<file path="config.mk">
export PLATFORM = sky130hd
export DESIGN_NAME = fetch_unit
export DESIGN_NICKNAME = d
export VERILOG_FILES = /design/src/rtl/riscv_pkg.sv /design/src/rtl/fetch_fifo.sv /design/src/rtl/fetch_unit.sv
export SDC_FILE = /design/constraint.sdc
export NUM_CORES = 1
export LEC_CHECK = 0
export CAP_MARGIN = 15
export CORE_AREA = 2 2 144 146
export CTS_BUF_LIST = sky130_fd_sc_hd__clkbuf_8
export CTS_CLUSTER_SIZE = 25
export DETAILED_ROUTE_END_ITERATION = 16
export DIE_AREA = 0 0 146 148
export PLACE_DENSITY_LB_ADDON = 0.3
export SLEW_MARGIN = 20
export SYNTH_ARGS = -nofsm -noshare
export SYNTH_HDL_FRONTEND = slang
export SYNTH_SLANG_ARGS = --single-unit
export TNS_END_PERCENT = 10
</file>
<file path="constraint.sdc">
create_clock -name clk -period 3.1 [get_ports clk]
set_input_delay 0.31 -clock clk [delete_from_list [all_inputs] [get_ports clk]]
set_output_delay 0.31 -clock clk [all_outputs]
set_load 0.05 [all_outputs]
</file>
<file path="src/rtl/riscv_pkg.sv">
// Shared fetch-side types and constants: XLEN, default reset PC, fetch entry.
// Latency: n/a (package only).
// Backpressure: n/a (package only).
package riscv_pkg;

  localparam int XLEN = 32;

  // First fetch address after reset unless the top overrides it.
  localparam logic [XLEN-1:0] RESET_PC_DEFAULT = 32'h0000_0000;

  // Width of the count of stale responses still to be discarded. Repeated
  // redirects can stack up stale responses beyond DEPTH, bounded by how many
  // requests the memory pipeline can hold.
  localparam int DROP_W = 8;

  // One buffered instruction together with the address it was fetched from.
  typedef struct packed {
    logic [XLEN-1:0] pc;
    logic [XLEN-1:0] instr;
  } fetch_entry_t;

  // Sequential next fetch address; wraps 32'hFFFF_FFFC -> 0.
  function automatic logic [XLEN-1:0] pc_incr(input logic [XLEN-1:0] pc);
    return pc + XLEN'(4);
  endfunction

  // Force word alignment on an externally supplied target.
  function automatic logic [XLEN-1:0] pc_align(input logic [XLEN-1:0] pc);
    return {pc[XLEN-1:2], 2'b00};
  endfunction

endpackage

</file>
<file path="src/rtl/fetch_fifo.sv">
// Generic DEPTH-entry FIFO with synchronous flush and occupancy count.
// Latency: head visible on out_data_o the cycle after push; zero-cycle read of head.
// Backpressure: in_ready_o low when full; out_valid_o = count != 0, pop on valid & ready.
//
// Ports: clk, rst_n (async active-low), flush_i (empties FIFO at next edge,
// overrides push/pop), in_valid_i/in_ready_o/in_data_i (write side),
// out_valid_o/out_ready_i/out_data_o (read side, head entry), count_o.
module fetch_fifo
  import riscv_pkg::*;
#(
  parameter  int DEPTH = 2,
  parameter  int WIDTH = $bits(fetch_entry_t),
  localparam int CNT_W = $clog2(DEPTH + 1)
) (
  input  logic             clk,
  input  logic             rst_n,
  input  logic             flush_i,
  input  logic             in_valid_i,
  output logic             in_ready_o,
  input  logic [WIDTH-1:0] in_data_i,
  output logic             out_valid_o,
  input  logic             out_ready_i,
  output logic [WIDTH-1:0] out_data_o,
  output logic [CNT_W-1:0] count_o
);

  localparam int PTR_W = (DEPTH > 1) ? $clog2(DEPTH) : 1;

  logic [WIDTH-1:0] mem_q [DEPTH];
  logic [PTR_W-1:0] wr_q, wr_d;
  logic [PTR_W-1:0] rd_q, rd_d;
  logic [CNT_W-1:0] cnt_q, cnt_d;
  logic             push;
  logic             pop;

  // Pointer increment with wrap so non-power-of-two depths work.
  function automatic logic [PTR_W-1:0] ptr_inc(input logic [PTR_W-1:0] p);
    return (p == PTR_W'(DEPTH - 1)) ? '0 : p + PTR_W'(1);
  endfunction

  assign in_ready_o  = (cnt_q != CNT_W'(DEPTH));
  assign out_valid_o = (cnt_q != '0);
  assign out_data_o  = mem_q[rd_q];
  assign count_o     = cnt_q;

  assign push = in_valid_i & in_ready_o;
  assign pop  = out_valid_o & out_ready_i;

  always_comb begin
    wr_d  = wr_q;
    rd_d  = rd_q;
    cnt_d = cnt_q;
    if (flush_i) begin
      // Flush wins: a pop in the same cycle still completes at the
      // consumer, every other entry is discarded.
      wr_d  = '0;
      rd_d  = '0;
      cnt_d = '0;
    end else begin
      if (push) wr_d = ptr_inc(wr_q);
      if (pop)  rd_d = ptr_inc(rd_q);
      cnt_d = cnt_q + CNT_W'(push) - CNT_W'(pop);
    end
  end

  always_ff @(posedge clk or negedge rst_n) begin
    if (!rst_n) begin
      wr_q  <= '0;
      rd_q  <= '0;
      cnt_q <= '0;
    end else begin
      wr_q  <= wr_d;
      rd_q  <= rd_d;
      cnt_q <= cnt_d;
    end
  end

  // Storage needs no reset: entries are only read while counted valid.
  always_ff @(posedge clk) begin
    if (push && !flush_i) mem_q[wr_q] <= in_data_i;
  end

endmodule

</file>
<file path="src/rtl/fetch_unit.sv">
// Instruction fetch: credit-limited in-order requests to imem, buffered output to decode, redirect with stale-response drop.
// Latency: request issues the cycle after reset release / redirect; response to decoder one cycle after imem_rsp_valid.
// Backpressure: out_ready low fills the buffer; requests stop when in-flight + buffered reaches DEPTH.
//
// Ports: clk, rst_n (async active-low); imem_req_valid/ready/addr (fetch request);
// imem_rsp_valid/data (in-order response); redirect_valid/pc (from execute);
// out_valid/ready/instr/pc (to decoder).
module fetch_unit
  import riscv_pkg::*;
#(
  parameter logic [XLEN-1:0] RESET_PC = RESET_PC_DEFAULT,
  parameter int              DEPTH    = 2
) (
  input  logic            clk,
  input  logic            rst_n,
  output logic            imem_req_valid,
  input  logic            imem_req_ready,
  output logic [XLEN-1:0] imem_req_addr,
  input  logic            imem_rsp_valid,
  input  logic [XLEN-1:0] imem_rsp_data,
  input  logic            redirect_valid,
  input  logic [XLEN-1:0] redirect_pc,
  output logic            out_valid,
  input  logic            out_ready,
  output logic [XLEN-1:0] out_instr,
  output logic [XLEN-1:0] out_pc
);

  localparam int CNT_W = $clog2(DEPTH + 1);
  localparam int SUM_W = CNT_W + 1;

  logic [XLEN-1:0]   pc_q, pc_d;
  logic [DROP_W-1:0] drop_q, drop_d;

  logic              credit_ok;
  logic              req_fire;
  logic              rsp_keep;

  logic [CNT_W-1:0]  inflight;     // kept requests awaiting a response
  logic [XLEN-1:0]   pcq_head;
  logic              pcq_in_rdy;
  logic              pcq_out_vld;

  logic [CNT_W-1:0]  fifo_count;
  logic              fifo_in_rdy;
  fetch_entry_t      fifo_in;
  fetch_entry_t      fifo_head;

  // Ready/valid flags that the credit rule makes redundant; kept visible
  // here rather than left dangling.
  logic              unused_flags;
  assign unused_flags = &{pcq_in_rdy, fifo_in_rdy};

  // Credit covers both outstanding kept requests and buffered entries, so
  // every kept response is guaranteed a free buffer slot. rst_n gates the
  // request combinationally so nothing is offered while reset is held.
  assign credit_ok      = ({1'b0, inflight} + {1'b0, fifo_count}) < SUM_W'(DEPTH);
  assign imem_req_valid = rst_n & ~redirect_valid & credit_ok;
  assign imem_req_addr  = pc_q;
  assign req_fire       = imem_req_valid & imem_req_ready;

  // A response is kept only when no stale responses are pending and no
  // redirect is invalidating it this very cycle.
  assign rsp_keep = imem_rsp_valid & ~redirect_valid & (drop_q == '0) & pcq_out_vld;

  always_comb begin
    pc_d   = pc_q;
    drop_d = drop_q;
    if (redirect_valid) begin
      pc_d = pc_align(redirect_pc);
      // Everything outstanding becomes stale: previously stale ones plus
      // all kept ones, less any response being consumed right now.
      drop_d = drop_q + DROP_W'(inflight) - DROP_W'(imem_rsp_valid);
    end else begin
      if (req_fire) pc_d = pc_incr(pc_q);
      if (imem_rsp_valid && (drop_q != '0)) drop_d = drop_q - DROP_W'(1);
    end
  end

  always_ff @(posedge clk or negedge rst_n) begin
    if (!rst_n) begin
      pc_q   <= RESET_PC;
      drop_q <= '0;
    end else begin
      pc_q   <= pc_d;
      drop_q <= drop_d;
    end
  end

  // Addresses of kept in-flight requests, in issue order. Its occupancy is
  // the in-flight count; a redirect clears it since those become stale.
  fetch_fifo #(
    .DEPTH (DEPTH),
    .WIDTH (XLEN)
  ) u_pc_queue (
    .clk         (clk),
    .rst_n       (rst_n),
    .flush_i     (redirect_valid),
    .in_valid_i  (req_fire),
    .in_ready_o  (pcq_in_rdy),
    .in_data_i   (pc_q),
    .out_valid_o (pcq_out_vld),
    .out_ready_i (rsp_keep),
    .out_data_o  (pcq_head),
    .count_o     (inflight)
  );

  assign fifo_in.pc    = pcq_head;
  assign fifo_in.instr = imem_rsp_data;

  // Instruction buffer towards decode; a redirect empties it at the next
  // edge, while a handshake in the redirect cycle still delivers its head.
  fetch_fifo #(
    .DEPTH (DEPTH),
    .WIDTH ($bits(fetch_entry_t))
  ) u_ibuf (
    .clk         (clk),
    .rst_n       (rst_n),
    .flush_i     (redirect_valid),
    .in_valid_i  (rsp_keep),
    .in_ready_o  (fifo_in_rdy),
    .in_data_i   (fifo_in),
    .out_valid_o (out_valid),
    .out_ready_i (out_ready),
    .out_data_o  (fifo_head),
    .count_o     (fifo_count)
  );

  assign out_instr = fifo_head.instr;
  assign out_pc    = fifo_head.pc;

endmodule
</file>
* Word level (Yosys, flattened, before mapping)
Memory sizes are Yosys's and may differ from the RTL's.
Index checks and enable logic that the tools add are counted.
** Operators by class
- Muxes and demuxes :: 22
- Reductions and logical operators :: 14
- Order comparisons :: 1
- Eq/ne operators :: 2
- Add/subtract/negate cells :: 13
- Bitwise logic cells :: 11
** Operator list (number)
- 32-bit two-way mux :: 2
- 32-bit by 3-bit adder with 32-bit output, second input constant :: 1
- 1-bit two-way mux :: 16
- 8-bit two-way mux :: 2
- 2-bit nonzero test :: 8
- 1-bit bitwise AND :: 10
- 8-bit by 2-bit adder with 8-bit output :: 1
- 8-bit logical NOT :: 1
- 8-bit nonzero test :: 1
- 8-bit by 1-bit subtractor with 8-bit output :: 1
- 8-bit by 1-bit subtractor with 8-bit output, second input constant :: 1
- 1-bit adder, second input constant :: 4
- 2-bit by 1-bit adder with 2-bit output :: 2
- 2-bit two-way mux :: 2
- 2-bit inequality test, second input constant :: 2
- 2-bit by 1-bit subtractor with 2-bit output :: 2
- 2-bit by 2-bit adder with 3-bit output :: 1
- 1-bit logical AND :: 3
- 3-bit by 2-bit < comparator with 1-bit output, second input constant :: 1
- 1-bit logical NOT :: 1
- 1-bit inverter :: 1
** Word-level totals
- Bits in writable memories :: 192
- Memories :: 2
- Input bits :: 70
- Logic and storage cells :: 73
- Bits in registers :: 48
** Memory list
- u_ibuf.mem_q :: words 2, width 64, rd ports 1, clocked after memory_dff 0, write ports 1, RTL line fetch_fifo.sv:29 : logic [WIDTH-1:0] mem_q [DEPTH];
- u_pc_queue.mem_q :: words 2, width 32, rd ports 1, clocked after memory_dff 0, write ports 1, RTL line fetch_fifo.sv:29

* Depth between registers and ports, before layout
Gate-level depths: netlist of the first run.
- Word-level depth :: 8
- Depth in mapped cells :: 12
- Mapped depth without buffers :: 11

* Modules after synthesis
A second synthesis of the first run with hierarchy kept.
** Unflattened totals
- Cell total of the unflattened synthesis :: 670
- Area total of the unflattened synthesis :: 10541.4 sq um
** By module, submodules not included
- fetch_fifo (u_ibuf) :: area an instance 5056.1 sq um, times used 1, cells an instance 222
- fetch_unit :: area an instance 2785.2 sq um, times used 1, cells an instance 325
- fetch_fifo (u_pc_queue) :: area an instance 2700.1 sq um, times used 1, cells an instance 123

* Worst setup path before layout of the first run
OpenSTA, ideal clock, no wires.
- Path type :: register -> register
- Start :: register u_ibuf.cnt_q[0] (netlist: u_ibuf.count_o[0])
- End :: memory u_pc_queue.mem_q[0][10] (netlist bit) (enable)
- Cell stages (with the launch flop) :: 9
- Clock period less this slack :: 3.967 ns
- Path buffers :: 1
- Arrival :: 3.550 ns
- Path slack :: -0.867 ns
- Cells stage by stage :: dfrtp_1 > inv_1 > nor2_1 > fa_1 > nor4b_4 > and2_4 > buf_6 > o21ai_0 > nor2_1
** On the way
- Cells in the longest elaborated chain, start to end :: 8
** Ends and longest elaborated chain
- start, declared :: RTL line fetch_fifo.sv:32 : logic [CNT_W-1:0] cnt_q, cnt_d;
- start signal, assigned :: RTL line fetch_fifo.sv:74 : cnt_q <= cnt_d;
- 2-bit by 2-bit adder with 3-bit output :: RTL line fetch_unit.sv:57 : assign credit_ok = ({1'b0, inflight} + {1'b0, fifo_count}) < SUM_W'(DEPTH);
- 3-bit by 2-bit < comparator with 1-bit output :: RTL line fetch_unit.sv:57
- 1-bit bitwise AND :: RTL line fetch_unit.sv:58 : assign imem_req_valid = rst_n & ~redirect_valid & credit_ok;
- net imem_req_valid :: RTL line fetch_unit.sv:16 : output logic imem_req_valid,
- 1-bit bitwise AND :: RTL line fetch_unit.sv:60 : assign req_fire = imem_req_valid & imem_req_ready;
- 1-bit bitwise AND :: RTL line fetch_fifo.sv:46 : assign push = in_valid_i & in_ready_o;
- 1-bit logical AND :: RTL line fetch_fifo.sv:80 : if (push && !flush_i) mem_q[wr_q] <= in_data_i;
- 1-bit two-way mux :: RTL line fetch_fifo.sv:80
- 1-bit two-way mux (not written as such) :: RTL line fetch_fifo.sv:80
- end, declared :: RTL line fetch_fifo.sv:29
The timed path passes the listed nets, and every way through them passes these cells.

* Worst setup path in the final report of the first run
- Start :: register u_pc_queue.cnt_q[0] (netlist: u_pc_queue.count_o[0])
- End :: output imem_req_valid
** On the way
- Cells in the longest elaborated chain, start to end :: 3
** Ends and longest elaborated chain (RTL line)
- start, declared :: fetch_fifo.sv:32
- start signal, assigned :: fetch_fifo.sv:74
- 2-bit by 2-bit adder with 3-bit output :: fetch_unit.sv:57
- 3-bit by 2-bit < comparator with 1-bit output :: fetch_unit.sv:57
- 1-bit bitwise AND :: fetch_unit.sv:58
- end, declared :: fetch_unit.sv:16
No other way between the ends.

==> flow_summary.json, run 1 <==
{
  "track_usage": 0.193,
  "finalNetCount": 933,
  "yosysWarnings": 0,
  "cp-end-kind": "output port",
  "cap_violations": 0,
  "tightestPinTransition_ps": 864,
  "overflow": 0,
  "core-area_um2": 20000,
  "crit_required_ps": 2790,
  "relSlewSlack": 0.422,
  "fin_ws_ps": 281,
  "clkSinkCount": 230,
  "min_path_type": "in -> reg",
  "grt_pass1_vias": 6365,
  "outcome": "finished, final reports clean",
  "antenna_cells": 0,
  "clk_root_buffer_cell": "clkbuf_8",
  "io_pins": 168,
  "place_congestion": 0.861,
  "synth-edff-count": 184,
  "cts_setup_buffers": 0,
  "drive_gt1_frac": 0.202,
  "p_leak_nw": 4.51,
  "die_area_um2": 21600,
  "clk_latency_ps": 530,
  "synth_seq_area_share": 0.680,
  "placed_area_um2": 11800,
  "path_max_fanout": 4,
  "postRouteWirelength_mm": 20.9,
  "irDropWorstVdd_v": 0.000508,
  "setup-tns-final_ps": 0,
  "numCtsBuffers": 37,
  "design_area_um2": 12500,
  "fillers": 1541,
  "met1_length_mm": 8.73,
  "slew_violations": 0,
  "dieWidth_um": 146,
  "max_freq_mhz": 355,
  "row_count": 52,
  "synthesis.instances": 649,
  "pre_cts_slack_ps": 318,
  "ant_nets": 0,
  "cts_tree": "built",
  "clock_skew_ps": 26.7,
  "syn_area_per_cell_um2": 15.1,
  "grt_max_degree": 63,
  "synth_ff_type": "edfxtp_1",
  "syn_area_um2": 9820,
  "synthArstFlopShare": 0.200,
  "die_h_um": 148,
  "cts_max_level": 2,
  "hold_viol_final": 0,
  "layout_common_cells": "184 x edfxtp_1, 158 x clkdlybuf4s50_1, 92 x mux2_2",
  "portBuffers": 161,
  "setup_viol": 0,
  "final_cells": 1137,
  "multiInputGateArea_um2": 2940,
  "area_growth_pct": 27.3,
  "wl_met3_mm": 1.26,
  "antenna_found_initial": 0,
  "path_clk_slew_ps": 60,
  "arrival_ps": 2510,
  "rsz0062_at_grt": "no",
  "viasPerCell": 5.36,
  "dr.pass1.iters": 5,
  "ctsLongestPathBuffers": 3,
  "finalCritPeriodShare": 0.909,
  "wire_per_inst_um": 18.3,
  "layout_commonest_cell": "edfxtp_1",
  "first_iter_violations": 330,
  "vias": 6100,
  "final_util": 0.624,
  "power_density_nw_per_um2": 652,
  "drcViolationCount": 0,
  "criticalPathCategory": "reg -> out",
  "synth_cell_types": 53,
  "regArea_um2": 6680,
  "initial_core_util": 0.490,
  "place_inst": 1068,
  "dp_hpwl_mm": 13.6,
  "grt_pass1_wl_mm": 33.0,
  "top_layer": "met4",
  "period_minus_slack_ps": 2820,
  "ys_seq_elements": 230,
  "critPathLaunchType": "flop",
  "wl_met2_mm": 10.6
}
[through the flow]
stage | power, mW | hold slack (ps)
2_1_floorplan | 5.16 | 14.4
3_3_place_gp | 5.70 | 493
3_5_place_dp | 5.79 | 510
4_1_cts | 8.21 | 147
5_1_grt | 8.54 | 199
6_report | 8.15 | 196
[path summary, 6_finish.rpt]
path	startpoint	end	slack (ps)	cells past startpoint
max	u_pc_queue.count_o[0]	imem_req_valid	280	5
max reg2reg	u_pc_queue.count_o[0]	imem_req_addr[29]	460	9
max in group asynchronous	rst_n	u_ibuf.rd_q	2180	3
min	redirect_valid	imem_req_addr[18]	200	3
min reg2reg	u_ibuf.wr_q	u_ibuf.wr_q	550	2
min in group asynchronous	rst_n	drop_q[0]	460	3
[state kept, by name, indices dropped and copies added (netlist names)]
name,flops
u_ibuf.mem_q,124
u_pc_queue.mem_q,60
imem_req_addr,30
drop_q,8
u_ibuf.count_o,2
u_pc_queue.count_o,2
u_ibuf.rd_q,1
u_ibuf.wr_q,1
u_pc_queue.rd_q,1
u_pc_queue.wr_q,1
[where the power goes]
part / internal, mW / leakage [nW] / switching, mW
logic: 0.865 / 1.85 / 1.23
registers: 3.49 / 2.23 / 0.163
clock network: 1.27 / 0.434 / 1.13
total: 5.62 / 4.51 / 2.52
[critical path, stage by stage, from the launching register on]
cell	delay, ps
dfrtp_1	420
inv_2	100
nor2_2	40
fa_1	480
nor4b_4	360
dlygate4sd2_1	590
[cells in the mapped netlist (2+ instances only)]
master      n  share of area
nand2_1    46          0.018
buf_4       5         0.0038
clkbuf_1   11         0.0042
edfxtp_1  184           0.56
inv_1      25         0.0096
xnor2_1    15          0.013
dfrtp_1    46           0.12
o211ai_1   13         0.0099
o311ai_1    7         0.0062
o311ai_0    7         0.0062
nand3_1    21          0.011
nor2_1     22         0.0084
a21o_1      5         0.0038
o21bai_1    2         0.0015
mux2i_1     3         0.0031
nor2b_1     5         0.0032
ha_1       23          0.029
o21ai_0    20          0.010
a31oi_1     5         0.0032
nand3_2     4         0.0041
nor4_1      2         0.0013
and3_1      4         0.0025
nand4_1    13         0.0083
buf_1       7         0.0027
xor2_1      4         0.0036
o31ai_1     2         0.0015
buf_6       3         0.0034
nor3_1      7         0.0036
and2_1      7         0.0045
fa_1        2         0.0041
mux2_2     92           0.11
a221o_1     6         0.0061
nor3b_1     2         0.0015
a211oi_1    2         0.0015
a21oi_1     9         0.0046
[cell families (layout without fill, tap and decap cells)]
group	after synthesis	count (layout)	synth area share
AO/OA/AOI/OAI	84	84	0.0602
XOR/XNOR	19	19	0.0169
adder cells (fa/ha/maj)	25	25	0.0334
buffers and inverters	52	267	0.0242
flip-flops	230	230	0.680
multiplexers	95	95	0.109
other	1	4	0.000382
AND/OR/NAND/NOR	143	143	0.0767
[final cells by class]
class,instances,share of cell area
inverters,25,0.00751
well taps,270,0.0270
clock buffers,43,0.0473
multi-input cells,370,0.235
flip-flops and latches,230,0.534
repair buffers,174,0.140
clock inverters,25,0.00871
[repair_timing]
action / in CTS / in global routing
hold buffers: 1 / 0
hold endpoints to repair: 46 / 0
resized for setup: 1 / 0
setup endpoints to repair: 1 / 0
[metal layers]
metal	vias up	GRT usage
met2	199	0.341
met1	3034	0.239
li1	2843	-
met3	24	0.0454
met4	0	0.0553
met5	-	0
Power figures use the tool's default switching activity.
==> inputs of run 2 (changes only) <==
CELL_PAD_IN_SITES_DETAIL_PLACEMENT = 0   (was unset)
CELL_PAD_IN_SITES_GLOBAL_PLACEMENT = 1   (was unset)
CORE_AREA = 2 2 158 160   (was 2 2 144 146)
DIE_AREA = 0 0 160 162   (was 0 0 146 148)
==> run 2 against run 1 <==
- sequential cell count unchanged
- utilization down 9.8 points
- combinational power about the same
- via count about the same
- clock skew down 8.5 ps
- first-iteration DRC count up 15%
- critical path depth down 2
- sequential share of layout area down 0.69 points
- sequential power about the same
- routed wire length up 3.8%
- largest cell class unchanged
- highest routed layer unchanged
==> flow_summary.json, run 2 (synthesized netlist as in run 1, its figures left out) <==
{
  "criticalPathCategory": "reg -> out",
  "drcViolationCount": 0,
  "grt_pass1_vias": 6507,
  "die_h_um": 162,
  "path_max_fanout": 19,
  "slowest_delay_ps": 700,
  "fillers": 2087,
  "clkSinkCount": 230,
  "postRouteWirelength_mm": 21.6,
  "first_iter_violations": 381,
  "numCtsBuffers": 39,
  "finalNetCount": 941,
  "grt_pass1_wl_mm": 34.5,
  "dieWidth_um": 160,
  "hold_viol_final": 0,
  "ant_nets": 0,
  "p_leak_nw": 4.56,
  "dp_hpwl_mm": 14.7,
  "regArea_um2": 6680,
  "placed_area_um2": 11900,
  "cts_tree": "built",
  "die_area_um2": 25900,
  "power_density_nw_per_um2": 653,
  "power_mw": 8.26,
  "min_path_type": "in -> reg",
  "slew_violations": 0,
  "track_usage": 0.169,
  "portBuffers": 161,
  "period_minus_slack_ps": 2860,
  "path_clk_slew_ps": 60,
  "multiInputGateArea_um2": 2940,
  "core-area_um2": 24100,
  "finalCritPeriodShare": 0.923,
  "antenna_found_initial": 0,
  "vias": 6103,
  "design_area_um2": 12700,
  "layout_common_cells": "184 x edfxtp_1, 158 x clkdlybuf4s50_1, 92 x mux2_2",
  "irDropWorstVdd_v": 0.000334,
  "overflow": 0,
  "layout_commonest_cell": "edfxtp_1",
  "drive_gt1_frac": 0.211,
  "tightestPinTransition_ps": 729,
  "clock_skew_ps": 18.2,
  "cp-end-kind": "output port",
  "crit_required_ps": 2790,
  "cp_cell_sequence": "buf_4, mux2_2, clkdlybuf4s50_1",
  "cts_max_level": 2,
  "grt_max_degree": 50,
  "max_freq_mhz": 349,
  "cap_violations": 0,
  "rsz0062_at_grt": "no",
  "antenna_cells": 0,
  "clk_root_buffer_cell": "clkbuf_8",
  "wire_per_inst_um": 18.0,
  "clk_latency_ps": 520,
  "dr.pass1.iters": 4,
  "initial_core_util": 0.408,
  "row_count": 57,
  "area_growth_pct": 28.9,
  "largest_register": "u_ibuf.mem_q",
  "viasPerCell": 5.09,
  "relSlewSlack": 0.513,
  "arrival_ps": 2550,
  "setup_viol": 0,
  "place_congestion": 0.793,
  "outcome": "finished, final reports clean",
  "critPathLaunchType": "flop",
  "largest_register_ffs": 124,
  "ctsLongestPathBuffers": 3,
  "slowest_stage": "clkdlybuf4s50_1",
  "io_pins": 168
}
## run 2: changes by cell type in the layout (fill, tap and decap cells not counted), sizes merged
cell    change
buf         +6
clkinv      +6
inv         -4
bufinv      +1
## run 2: stage by stage
step / setup WS (ps) / hold WS, ps / instances / TNS, ps / utilization
final: 237 / 244 / 1200 / 0 / 0.525
after global routing: 109 / 248 / 1200 / 0 / 0.525
after global placement: 448 / 516 / 1128 / 0 / 0.494
after CTS: 172 / 211 / 1200 / 0 / 0.525
after detailed placement: 394 / 520 / 1128 / 0 / 0.494
after floorplan: -220 / 14.4 / 652 / -15600 / -
## run 2: area by class of cell
cell class              count  share of cell area
inverters                  25             0.00741
multi-input cells         370               0.232
repair buffers            180               0.143
clock buffers              43              0.0467
clock inverters            28              0.0116
flip-flops and latches    230               0.527
well taps                 324              0.0320
## run 2: worst paths after layout
path / from / to / cells after the start / slack (ps)
max: u_ibuf.rd_q / out_pc[6] / 3 / 240
min: redirect_valid / u_pc_queue.rd_q / 4 / 240
max reg2reg: u_pc_queue.count_o[0] / u_pc_queue.mem_q[1][26] / 9 / 400
min reg2reg: u_ibuf.wr_q / u_ibuf.wr_q / 2 / 540
max in group asynchronous: rst_n / u_ibuf.rd_q / 3 / 2120
min in group asynchronous: rst_n / drop_q[3] / 3 / 490
## run 2: per-layer routing
| layer | track usage | vias up | share of wire |
|---|---|---|---|
| met3 | 0.0375 | 33 | 0.055 |
| met2 | 0.302 | 182 | 0.50 |
| li1 | - | 2865 | - |
| met4 | 0.0500 | 0 | 0.019 |
| met5 | 0 | - | 0 |
| met1 | 0.208 | 3023 | 0.43 |
## run 2: power breakdown
part / switching [mW] / internal, mW
sequential: 0.176 / 3.49
combinational: 1.21 / 0.868
clock: 1.16 / 1.36
## run 2: worst max-delay path: cells and delay by family, from the launching register on
| family | cells | cell delay (ps) |
|---|---|---|
| buffers and inverters | 2 | 990 |
| DFF | 1 | 670 |
| muxes | 1 | 370 |
## run 2: timing repair
| item | CTS | global route |
|---|---|---|
| endpoints found under the setup margin | 1 | 0 |
| hold buffers | 1 | 0 |
| gates resized for setup | 1 | 0 |
| setup buffers | 0 | 0 |
| hold endpoints to repair | 46 | 0 |
==> inputs of run 3 (changes only) <==
CORE_AREA = 2 2 184 186   (was 2 2 158 160)
DIE_AREA = 0 0 186 188   (was 0 0 160 162)
==> run 3 against run 2 <==
- clock skew increased by 2.8 ps
- cell area grew 1.9%
- routed wire length is 9.5% higher
- first-iteration DRC count down 36%
- non-clock buffer count up 7
- critical path type unchanged
==> flow_summary.json, run 3 (synthesized netlist as in run 1, its figures left out) <==
{
  "grt_pass1_vias": 6333,
  "cts_tree": "built",
  "path_delay_family": "buffers and inverters",
  "tightestPinTransition_ps": 791,
  "critical_path_depth": 5,
  "portBuffers": 161,
  "die_area_um2": 35000,
  "layout_common_cells": "184 x edfxtp_1, 158 x clkdlybuf4s50_1, 92 x mux2_2",
  "critPathLaunchType": "flop",
  "viasPerCell": 4.52,
  "antenna_cells": 0,
  "period_minus_slack_ps": 2860,
  "place_congestion": 0.717,
  "min_path_type": "in -> reg",
  "crit_required_ps": 2790,
  "final_util": 0.390,
  "overflow": 0,
  "grt_pass1_wl_mm": 36.0,
  "slowest_delay_ps": 610,
  "arrival_ps": 2550,
  "dp_hpwl_mm": 15.9,
  "core-area_um2": 33100,
  "path_max_fanout": 4,
  "die_h_um": 188,
  "cap_violations": 0,
  "p_leak_nw": 4.60,
  "layout_commonest_cell": "edfxtp_1",
  "largest_register": "u_ibuf.mem_q",
  "grt_max_degree": 47,
  "track_usage": 0.135,
  "finalNetCount": 949,
  "wire_per_inst_um": 17.8,
  "ant_nets": 0,
  "largest_register_ffs": 124,
  "hold_viol_final": 0,
  "dr.pass1.iters": 7,
  "finalHoldWorstSlack_ps": 337,
  "setup_viol": 0,
  "ctsLongestPathBuffers": 3,
  "outcome": "finished, final reports clean",
  "area_growth_pct": 31.4,
  "first_iter_violations": 243,
  "irDropWorstVdd_v": 0.000231,
  "slowest_stage": "dlygate4sd2_1",
  "relSlewSlack": 0.473,
  "max_freq_mhz": 349,
  "path_clk_slew_ps": 60,
  "cp-end-kind": "output port",
  "drive_gt1_frac": 0.218,
  "hold_depth": 5,
  "numCtsBuffers": 40,
  "row_count": 67,
  "criticalPathCategory": "reg -> out",
  "finalCritPeriodShare": 0.924,
  "vias": 6036,
  "cp_cell_sequence": "inv_2, nor2_2, fa_1, nor4b_4, dlygate4sd2_1",
  "rsz0062_at_grt": "no",
  "clk_root_buffer_cell": "clkbuf_8",
  "power_density_nw_per_um2": 642,
  "slew_violations": 0,
  "power_mw": 8.28,
  "antenna_found_initial": 0,
  "dieWidth_um": 186,
  "clock_skew_ps": 21.0,
  "clk_latency_ps": 540,
  "postRouteWirelength_mm": 23.7,
  "ff2ff_path_depth": 9,
  "cts_max_level": 2,
  "drcViolationCount": 0,
  "io_pins": 168,
  "initial_core_util": 0.297,
  "clkSinkCount": 230,
  "path_buf_inv": 2
}
[run 3: changes by cell type in the layout (fill, tap and decap cells not counted), moves of 2 or more]
cell | previous run | this run
buf_12 | 5 | 8
clkinv_1 | 2 | 4
buf_4 | 13 | 17
clkinv_2 | 5 | 7
[run 3: routing by layer]
metal  track usage  wire (µm)
met5             0          0
met4        0.0421        432
met1         0.169      10300
met3        0.0392       1650
met2         0.223      11300
[run 3: cell type report]
cell class                 instances  area [µm²]
clock buffer                      44         606
timing repair buffer             187        1900
clock inverter                    30         129
fill                            3163       20200
tap                              448         561
inverter                          25        93.8
multi-input combinational        370        2940
sequential                       230        6680
[run 3: where the power goes]
group | leakage [nW] | internal, mW | switching, mW | total (mW)
Sequential | 2.23 | 3.49 | 0.180 | 3.67
Clock | 0.441 | 1.31 | 1.21 | 2.52
Combinational | 1.93 | 0.886 | 1.21 | 2.10
Total | 4.60 | 5.68 | 2.60 | 8.28
[run 3: what timing repair did]
item,in CTS,in global routing
buffers inserted,0,0
endpoints found under the setup margin,2,0
gates resized for setup,2,0
hold buffers,1,0
endpoints found under the hold margin,46,0
[run 3: worst reg2reg max path: stages, from the launching register on]
cell	delay (ps)
dfrtp_1	410
inv_2	120
nor2_2	50
fa_1	490
nor4b_4	350
and2_4	220
buf_4	290
nand3_2	170
or4_1	410
nand3_1	90
[run 3: per-stage QoR]
stage / std cells / worst slack, ps / setup TNS (ps) / instance area [µm²]
2_1_floorplan: 652 / -220 / -15600 / 9850
6_report: 1334 / 236 / 0 / 12900
5_1_grt: 1334 / 110 / 0 / 12900
4_1_cts: 1334 / 166 / 0 / 12900
3_3_place_gp: 1259 / 424 / 0 / 12200
3_5_place_dp: 1259 / 393 / 0 / 12200
[run 3: path summary, 6_finish.rpt]
check,slack (ps),startpoint,end
setup / recovery,240,u_pc_queue.count_o[0],imem_req_valid
hold / removal,340,redirect_valid,u_pc_queue.rd_q
setup reg to reg,430,u_pc_queue.count_o[0],imem_req_addr[29]
hold reg to reg,540,u_pc_queue.mem_q[0][11],u_ibuf.mem_q[0][43]
max in group asynchronous,2120,rst_n,u_ibuf.rd_q
min in group asynchronous,470,rst_n,drop_q[0]
